**src/rtl/reduce_sched.sv**
```systemverilog
// reduce_sched: shares one 16-bit AND reduction tree between two requesters
// to compute 64-bit AND-reduce / OR-reduce over four consecutive cycles.
// OR-reduce is done by inverting each slice going in and the result coming out.

// 16-bit AND reduction tree; the only one in this block.
module and16 (
    input  logic [15:0] a,
    output logic        y
);
    assign y = &a;
endmodule

module reduce_sched (
    input  logic        clk,
    input  logic        rst,
    input  logic        req0_valid,
    input  logic        req0_op,
    input  logic [63:0] req0_data,
    output logic        req0_ack,
    input  logic        req1_valid,
    input  logic        req1_op,
    input  logic [63:0] req1_data,
    output logic        req1_ack,
    output logic        busy,
    output logic        done,
    output logic        done_id,
    output logic        result
);

    typedef enum logic [1:0] {
        IDLE = 2'd0,
        BUSY = 2'd1,
        DONE = 2'd2
    } state_t;

    state_t      state_reg;
    logic [1:0]  cnt_reg;
    logic        acc_reg;
    logic        op_reg;
    logic        id_reg;
    logic [63:0] data_reg;
    logic        last_grant_reg;
    logic        busy_reg;
    logic        done_reg;
    logic        done_id_reg;
    logic        result_reg;

    logic        grant0;
    logic        grant1;
    logic [15:0] slice_arr [4];
    logic [15:0] slice_in;
    logic        slice_and;
    logic        acc_next;

    // Round-robin: a lone requester wins; on contention the one not granted last time wins.
    always_comb begin
        grant0 = req0_valid & (~req1_valid | last_grant_reg);
        grant1 = req1_valid & (~req0_valid | ~last_grant_reg);
    end

    assign req0_ack = (state_reg == IDLE) & grant0 & ~rst;
    assign req1_ack = (state_reg == IDLE) & grant1 & ~rst;

    // Split the latched operand into its four 16-bit slices.
    generate
        for (genvar gi = 0; gi < 4; gi++) begin : g_slice
            assign slice_arr[gi] = data_reg[16*gi +: 16];
        end
    endgenerate

    // Select the current slice; invert it for OR-reduce (De Morgan).
    always_comb begin
        slice_in = slice_arr[cnt_reg] ^ {16{op_reg}};
        acc_next = acc_reg & slice_and;
    end

    and16 u_and16 (
        .a (slice_in),
        .y (slice_and)
    );

    // Scheduler FSM: accept, step through four slices, present the result for one cycle.
    always_ff @(posedge clk) begin
        if (rst) begin
            state_reg      <= IDLE;
            cnt_reg        <= 2'd0;
            acc_reg        <= 1'b1;
            op_reg         <= 1'b0;
            id_reg         <= 1'b0;
            data_reg       <= 64'd0;
            last_grant_reg <= 1'b1;
            busy_reg       <= 1'b0;
            done_reg       <= 1'b0;
            done_id_reg    <= 1'b0;
            result_reg     <= 1'b0;
        end else begin
            case (state_reg)
                IDLE: begin
                    done_reg <= 1'b0;
                    if (grant0 | grant1) begin
                        data_reg       <= grant1 ? req1_data : req0_data;
                        op_reg         <= grant1 ? req1_op : req0_op;
                        id_reg         <= grant1;
                        last_grant_reg <= grant1;
                        acc_reg        <= 1'b1;
                        cnt_reg        <= 2'd0;
                        busy_reg       <= 1'b1;
                        state_reg      <= BUSY;
                    end
                end
                BUSY: begin
                    acc_reg <= acc_next;
                    cnt_reg <= cnt_reg + 2'd1;
                    if (cnt_reg == 2'd3) begin
                        busy_reg    <= 1'b0;
                        done_reg    <= 1'b1;
                        result_reg  <= op_reg ? ~acc_next : acc_next;
                        done_id_reg <= id_reg;
                        state_reg   <= DONE;
                    end
                end
                DONE: begin
                    done_reg  <= 1'b0;
                    state_reg <= IDLE;
                end
                default: begin
                    busy_reg  <= 1'b0;
                    done_reg  <= 1'b0;
                    state_reg <= IDLE;
                end
            endcase
        end
    end

    assign busy    = busy_reg;
    assign done    = done_reg;
    assign done_id = done_id_reg;
    assign result  = result_reg;

endmodule
```
**config.mk**
```make
export PLATFORM = sky130hd
export DESIGN_NAME = reduce_sched
export DESIGN_NICKNAME = d
export VERILOG_FILES = /design/src/rtl/reduce_sched.sv
export SDC_FILE = /design/constraint.sdc
export NUM_CORES = 1
export LEC_CHECK = 0
export BUFFER_PORTS_ARGS = -buffer_cell sky130_fd_sc_hd__buf_4
export CORE_ASPECT_RATIO = 1.75
export CORE_MARGIN = 5
export CORE_UTILIZATION = 53
export DETAILED_ROUTE_END_ITERATION = 16
export PLACE_DENSITY = 0.85
export SYNTH_ARGS = -nofsm -noshare
export SYNTH_HDL_FRONTEND = slang
export SYNTH_SLANG_ARGS = --single-unit
```
**constraint.sdc**
```tcl
create_clock -name clk -period 3.99 [get_ports clk]
set_input_delay 0.798 -clock clk [delete_from_list [all_inputs] [get_ports clk]]
set_output_delay 0.798 -clock clk [all_outputs]
set_load 0.05 [all_outputs]
```
# Yosys cells after proc, flatten, opt, wreduce, memory -nomap -nowiden
# Cells that the tools add are included.
[word_totals] reg_bits=76 inputBits=134 output_inout_bits=6 wordCells=61
[classes] n_addsub=1 order_cmp=1 eq_ne=5 muxes=15 bitwise=19 n_reduce_logical=9
[ops] operator="$mux W64" count=1
[ops] operator="$bmux W16 S2" count=1
[ops] operator="$mux W16" count=2
[ops] operator="$reduce_and A16 Y1" count=1
[ops] operator="$xor A16 B16 Y16" count=1
[ops] operator="$pmux W2 S2" count=2
[ops] operator="$reduce_and A2 Y1" count=4
[ops] operator="$and A1 B1 Y1" count=7
[ops] operator="$not A1 Y1" count=7
[ops] operator="$mux W2" count=3
[ops] operator="$eq A2 B2 Y1 const B" count=2
[ops] operator="$mux W1" count=4
[ops] operator="$ge A3 B3 Y1 const B" count=1
[ops] operator="$not A2 Y3" count=1
[ops] operator="$or A1 B1 Y1" count=3
[ops] operator="$pmux W1 S3" count=1
[ops] operator="$reduce_and A3 Y1" count=1
[ops] operator="$add A2 B1 Y2 const B" count=1
[ops] operator="$eq A2 B1 Y1 const B" count=1
[ops] operator="$logic_not A2 Y1" count=1
[ops] operator="$ne A2 B1 Y1 const B" count=1
[ops] operator="$ne A2 B2 Y1 const B" count=1
[ops] operator="$pmux W1 S2" count=1
[ops] operator="$reduce_bool A2 Y1" count=1
[ops] operator="$reduce_or A2 Y1" count=1

# Depth between registers and ports, before layout
# Gate-level depths: netlist of run 1.
[logic_depth] depth_word=9 depth_mapped=8 ltp_nobuf=6

# Cells and area by module
# A second synthesis of run 1 with hierarchy kept.
[unflattened] hier_cells=468 hier_area_um2=4386.7
[by_module_without_submodules] mod="reduce_sched" instances=1 cells_per_inst=463 area_per_inst_um2=4349.2 seq_area_each_um2=1521.5
[by_module_without_submodules] mod="and16" instances=1 cells_per_inst=5 area_per_inst_um2=37.5 seq_area_each_um2=0.0

# Least setup slack after synthesis of run 1
# OpenSTA, ideal clock, no wires.
[synth_path] path_kind="input-to-output" startpoint="input req1_valid" endpoint="output req1_ack" arrival_time_ps=1693 required_ps=3192 setup_slack_ps=1499 stages=3 path_buffers=1 cell_sequence="a21boi_1 > buf_2 > and2_1"
[synth_between] elab_chain_cells=3
[synth_lines] element="start: declaration" line="20" source="input logic req1_valid,"
[synth_lines] element="$and A1 B1 Y1" line="58" source="grant1 = req1_valid & (~req0_valid | ~last_grant_reg);"
[synth_lines] element="$and A1 B1 Y1 (2 in a row)" line="62" source="assign req1_ack = (state_reg == IDLE) & grant1 & ~rst;"
[synth_lines] element="end: declaration" line="23" source="output logic req1_ack,"
# No other way between the ends.

# Final worst setup path of run 1
[layout_path] startpoint="register cnt_reg[1]" endpoint="register result_reg (netlist: result)"
[layout_between] elab_chain_cells=9 elab_cells_between_ends=11
[layout_lines] element="start: declaration" line="37" source="logic [1:0] cnt_reg;"
[layout_lines] element="start signal: assignment" line="113" source="cnt_reg <= cnt_reg + 2'd1;"
[layout_lines] element="$not A2 Y3 (not written as such)" line="73" source="slice_in = slice_arr[cnt_reg] ^ {16{op_reg}};"
[layout_lines] element="$bmux W16 S2" line="73"
[layout_lines] element="$mux W16 (not written as such) (2 in a row)" line="73"
[layout_lines] element="$xor A16 B16 Y16" line="73"
[layout_lines] element="$reduce_and A16 Y1" line="10" source="assign y = &a;"
[layout_lines] element="$and A1 B1 Y1" line="74" source="acc_next = acc_reg & slice_and;"
[layout_lines] element="$not A1 Y1" line="117" source="result_reg <= op_reg ? ~acc_next : acc_next;"
[layout_lines] element="$mux W1" line="117"
[layout_lines] element="end signal: assignment" line="117"
[layout_lines] element="end: declaration" line="46" source="logic result_reg;"
# Several ways; a longest one is shown, not always the timed one. The select of a mux whose other input is x is not followed.
# A chain may end at the register's enable or synchronous reset.

==> reports/qor.yml, run 1 <==
status: "completed"
seqCellArea_um2: 1521
netlist-cell-type-count: 38
cts_resized: 0
path_max_fanout: 11
multi_input_area_um2: 2096
syn_avg_cell_area_um2: 9.940
syn-num-nets: 514
critPathCaptureType: "register"
cts.htree.levels: 3
hold_path.class: "register to register"
r2r_start: "cnt_reg[1]$_SDFFE_PP0P_"
largest_reg_flops: 64
syn_area_um2: 3767
slowest_delay_ns: 0.68
cts_root_buf: "clkbuf_16"
grt_pass1_vias: 3522
die_h_um: 121.5
powerDensity_nw_per_um2: 415.9
ant_nets: 0
slew_headroom: 0.4180
critical_path_buf_inv_count: 1
die_w_um: 73.73
io_buffers: 139
gp_congestion: 0.9533
finalHoldWorstSlack_ns: 0.4673
cts_hold_buffers: 0
grt_pass1_wl_mm: 16.66
r2r_cells: 7
grt_overflow: 0
whs_path_depth: 2
start_util: 0.5455
vdd_drop_max_mv: 0.2763
wl_mm: 10.52
fin_skew_ns: 0.004743
drt_iter0_drc: 210
fill_cells: 490
cts_buffers: 9
cp_slowest_cell: "dfxtp_1"
synth_cells: 379
drc: 0
hp-start: "done_id$_SDFFE_PP0P_"
worst_r2r_endpoint: "result$_SDFFE_PP0P_"
critical_path_arrival_ns: 2.98
seq_area_frac_synth: 0.4039
setup_viol: 0
synth_seq_cells: 76
ys_warn_count: 0
fin_nets: 635
path_cells: "buf_4 -> mux4_1 -> nor4_1 -> and4_1 -> o2111ai_2 -> xor2_1 -> a311oi_1"
cts_setup_buffers: 0
num_rows: 40
setup_tns_ns: 0
drive_gt1_frac: 0.3564
final_max_slew_viol_count: 0
drv_cap: 0
antenna_found_initial: 0
cts_tree: "yes"
finalCritPeriodShare: 0.6869
hold_viol_final: 0
routedWlPerCell_um: 17.86
num_vias: 3420
p_leak_nw: 2.190
die-area_um2: 8960
grt_max_degree: 89
diodes: 0
clkTransAtPathRegs_ns: 0.05
clock_sinks: 76
ff2ff_setup_slack_ns: 1.25
area_growth_pct: 36.27
worst_pin_slew_ns: 0.8730
min_delay_worst_endpoint: "done_id$_SDFFE_PP0P_"
grt_setup_unrepaired: "no"
dpl.hpwl_mm: 7.692
post_drt_via_cell_ratio: 5.806
max_freq_ghz: 0.3649
clock_latency_ns: 0.33
design.core.area_um2: 6907
detail_route.first_pass.iterations: 4
cp.required_ns: 4.23
worst_setup_path_start_kind: "register"
critical_path_class: "register to register"
fin_crit_ns: 2.741
critical-path-top-delay-family: "flip-flops"
grt_use_total: 0.2436
ios: 140
cts_buffer_depth: 2
-- metal layers --
metal,GRT usage,share of wire
met1,0.2546,0.35
met2,0.4311,0.55
met3,0.04542,0.054
met4,0.1542,0.051
met5,0,0
-- placed cells by master, fill, tap and decap left out, types with 2 or more instances in the layout --
| cell | synthesis | routed |
|---|---|---|
| nand3_1 | 2 | 2 |
| inv_1 | 5 | 5 |
| dfxtp_1 | 76 | 76 |
| a21oi_1 | 6 | 6 |
| nand2b_1 | 3 | 3 |
| nor2_1 | 76 | 76 |
| buf_4 | 0 | 145 |
| clkinv_2 | 0 | 2 |
| clkbuf_8 | 0 | 2 |
| nand2_1 | 3 | 3 |
| a211oi_1 | 65 | 65 |
| and3_1 | 2 | 2 |
| mux4_1 | 2 | 2 |
| o21ai_0 | 4 | 4 |
| clkbuf_16 | 0 | 9 |
| mux4_2 | 14 | 14 |
| mux2i_1 | 66 | 66 |
-- Yosys cell counts, drive strengths merged --
cell	instances	area, µm²
inv	5	18.77
nor4	1	6.260
clkbuf	25	95.09
o211ai	1	7.510
nand4	1	6.260
nor2	76	285.3
a211oi	65	488.0
a311oi	1	8.760
nand4b	1	8.760
ha	1	12.51
a222oi	1	10.01
o21ai	5	28.78
a21oi	6	30.03
a21boi	1	7.510
mux2i	66	660.6
nand3	2	10.01
mux4	16	367.9
and4	1	8.760
o2111ai	1	15.01
buf	10	55.05
or4b	1	10.01
o21a	1	7.510
nand2	3	11.26
and2	1	6.260
dfxtp	76	1521
a31o	1	8.760
nor3	1	5.000
o2111a	1	11.26
nor2b	1	6.260
nand2b	4	27.53
xor2	1	8.760
and3	2	12.51
-- worst max path at each step --
stage / start / endpoint / slack, ns / cells past startpoint
after detailed placement: cnt_reg[1]$_SDFFE_PP0P_ / result$_SDFFE_PP0P_ / 1.26 / 7
after floorplan: req1_valid / req1_ack / 1.50 / 3
after global routing: cnt_reg[1]$_SDFFE_PP0P_ / result$_SDFFE_PP0P_ / 0.96 / 7
after CTS: cnt_reg[1]$_SDFFE_PP0P_ / result$_SDFFE_PP0P_ / 1.22 / 7
after global placement: cnt_reg[1]$_SDFFE_PP0P_ / result$_SDFFE_PP0P_ / 1.34 / 7
final: cnt_reg[1]$_SDFFE_PP0P_ / result$_SDFFE_PP0P_ / 1.25 / 7
-- report_power, final --
| group | switching (mW) | internal (mW) | total (mW) |
|---|---|---|---|
| logic | 0.197 | 0.227 | 0.424 |
| clock network | 0.295 | 0.516 | 0.810 |
| registers | 0.0642 | 0.836 | 0.901 |
| total | 0.556 | 1.58 | 2.13 |
-- layout make-up --
class,count,area share
Clock inverter,4,0.009262
Clock buffer,12,0.04996
Multi-Input combinational cell,263,0.4082
Timing Repair Buffer,145,0.2120
Inverter,5,0.003656
Tap cell,84,0.02047
Sequential cell,76,0.2964
-- cell families (layout without fill, tap and decap cells) --
family | after synthesis | after routing | share of synthesized area
flip-flops | 76 | 76 | 0.4039
multiplexers | 82 | 82 | 0.2730
AND/OR/NAND/NOR | 95 | 95 | 0.1073
AO/OA/AOI/OAI | 84 | 84 | 0.1654
adder cells (fa/ha/maj) | 1 | 1 | 0.003321
XOR/XNOR | 1 | 1 | 0.002325
buffers and inverters | 40 | 166 | 0.04484
-- metrics by stage --
stage	worst slack, ns	instance area (µm²)	util	std cells	total power [mW]
2_1_floorplan	1.499	3767	-	379	1.155
4_1_cts	1.216	5134	0.7433	589	2.140
5_1_grt	0.9576	5134	0.7433	589	2.227
3_5_place_dp	1.257	4830	0.6993	573	1.327
3_3_place_gp	1.339	4830	0.6993	573	1.310
6_report	1.249	5134	0.7433	589	2.135
-- worst reg2reg max path, stage by stage (launching register included) --
cell       delay (ns)
dfxtp_1          0.68
buf_4            0.30
mux4_1           0.59
nor4_1           0.24
and4_1           0.26
o2111ai_2        0.16
xor2_1           0.18
a311oi_1         0.25
Power figures use the tool's default switching activity.
==> run 2, diff against run 1 <==
--- a/config.mk
+++ b/config.mk
@@ -8,9 +8,9 @@
 export BUFFER_PORTS_ARGS = -buffer_cell sky130_fd_sc_hd__buf_4
 export CORE_ASPECT_RATIO = 1.75
 export CORE_MARGIN = 5
-export CORE_UTILIZATION = 53
+export CORE_UTILIZATION = 49
 export DETAILED_ROUTE_END_ITERATION = 16
-export PLACE_DENSITY = 0.85
+export PLACE_DENSITY = 0.8
 export SYNTH_ARGS = -nofsm -noshare
 export SYNTH_HDL_FRONTEND = slang
 export SYNTH_SLANG_ARGS = --single-unit
==> constraint.sdc (replaced) <==
create_clock -name clk -period 2.85 [get_ports clk]
set_input_delay 0.57 -clock clk [delete_from_list [all_inputs] [get_ports clk]]
set_output_delay 0.57 -clock clk [all_outputs]
set_load 0.05 [all_outputs]
==> reports/qor.yml, run 2 (same netlist as run 1, synthesis figures left out) <==
status: "completed"
netSwitchingFraction: 0.2549
grt_use_total: 0.2158
setup_viol: 0
fin_skew_ns: 0.006591
powerDensity_nw_per_um2: 585.1
drc: 0
vdd_drop_max_mv: 0.5461
grt_max_degree: 75
drv_cap: 0
drt_iter0_drc: 208
cts.htree.levels: 3
fin_nets: 639
cts_buffer_depth: 2
hold_viol_final: 0
placedCellCount: 581
fin_crit_ns: 2.535
critPathCaptureType: "register"
p_seq_frac: 0.412
cts_tree: "yes"
design.core.area_um2: 7515
place_area_um2: 4877
final_area_um2: 5200
cts_buffers: 9
worst_setup_path_start_kind: "register"
ant_nets: 0
r2r_start: "cnt_reg[1]$_SDFFE_PP0P_"
p_leak_nw: 2.224
crit_path_start: "cnt_reg[1]$_SDFFE_PP0P_"
hold_path.class: "register to register"
seqCellArea_um2: 1521
largest_reg_flops: 64
cts_root_buf: "clkbuf_16"
final_max_slew_viol_count: 0
drive_gt1_frac: 0.3635
start_util: 0.5013
p_total_mw: 3.042
cp.required_ns: 3.09
finalCritPeriodShare: 0.8896
worst_pin_slew_ns: 0.8532
layout_common_cells: "buf_4 (148), nor2_1 (76), dfxtp_1 (76)"
num_rows: 42
die_h_um: 126.0
cp_common_cell: "buf_4"
routedWlPerCell_um: 17.54
path_cells: "buf_4 -> buf_4 -> mux4_2 -> a222oi_1 -> o2111ai_2 -> xor2_1 -> a311oi_1"
critical_path_class: "register to register"
power_frac_clock: 0.389
setup_tns_ns: 0
cts_resized: 0
clock_latency_ns: 0.33
gp_congestion: 0.9214
detail_route.first_pass.iterations: 6
dpl.hpwl_mm: 8.031
slowest_delay_ns: 0.51
clkTransAtPathRegs_ns: 0.06
critical_path_buf_inv_count: 2
instances_no_fill: 597
antenna_found_initial: 0
io_buffers: 139
hp-start: "done_id$_SDFFE_PP0P_"
fill_cells: 585
die-area_um2: 9611
wl_mm: 10.47
cp_slowest_cell: "mux4_2"
grt_overflow: 0
grt_setup_unrepaired: "no"
grt_pass1_wl_mm: 16.49
post_drt_via_cell_ratio: 5.677
switching_power_mw: 0.7755
cts_setup_buffers: 0
clock_sinks: 76
final_common_cell: "buf_4"
num_vias: 3389
path_max_fanout: 9
max_freq_ghz: 0.3944
multi_input_area_um2: 2096
slew_headroom: 0.4301
critical_path_arrival_ns: 2.77
area_growth_pct: 38.03
critical-path-top-delay-family: "compound AO/OA/AOI/OAI gates"
ios: 140
die_w_um: 76.28
grt_pass1_vias: 3484
p_int_mw: 2.267
comb_power_share: 0.199
diodes: 0
cts_hold_buffers: 0
## run 2: worst min-delay path: stages (launching register included)
cell	delay [ns]
dfxtp_1	0.31
nand2_1	0.05
a21oi_1	0.05
## run 2: final timing paths
path                           to  slack [ns]  cells past startpoint
max           result$_SDFFE_PP0P_        0.31                      7
min          done_id$_SDFFE_PP0P_        0.46                      2
max reg2reg   result$_SDFFE_PP0P_        0.31                      7
min reg2reg  done_id$_SDFFE_PP0P_        0.46                      2
## run 2: per-layer routing
layer	up-vias	routed length, µm	track usage
met5	-	0	0
met4	0	338	0.1071
met3	27	635	0.04643
met2	120	5918	0.4091
met1	1579	3579	0.2164
li1	1663	-	-
## run 2: cell type report
class,instances,area share
multi-input cells,263,0.4030
flip-flops and latches,76,0.2926
repair buffers,149,0.2175
clock buffers,13,0.05390
well taps,88,0.02117
clock inverters,3,0.008181
inverters,5,0.003609
## run 2: power groups by stage
stage	registers, mW	logic [mW]	clock network [mW]
after CTS	1.25	0.609	1.19
after detailed placement	1.27	0.601	0
final	1.25	0.606	1.18
after global routing	1.26	0.664	1.24
after floorplan	1.23	0.382	0
after global placement	1.27	0.581	0
## run 2: stage by stage
stage               hold WS [ns]  setup WS (ns)  utilization
floorplan                 0.4440         0.6499            -
global placement          0.4462         0.4835       0.6490
detailed placement        0.4593         0.3679       0.6490
global route              0.4931         0.1931       0.6920
CTS                       0.4671         0.3496       0.6920
finish                    0.4623         0.3147       0.6920
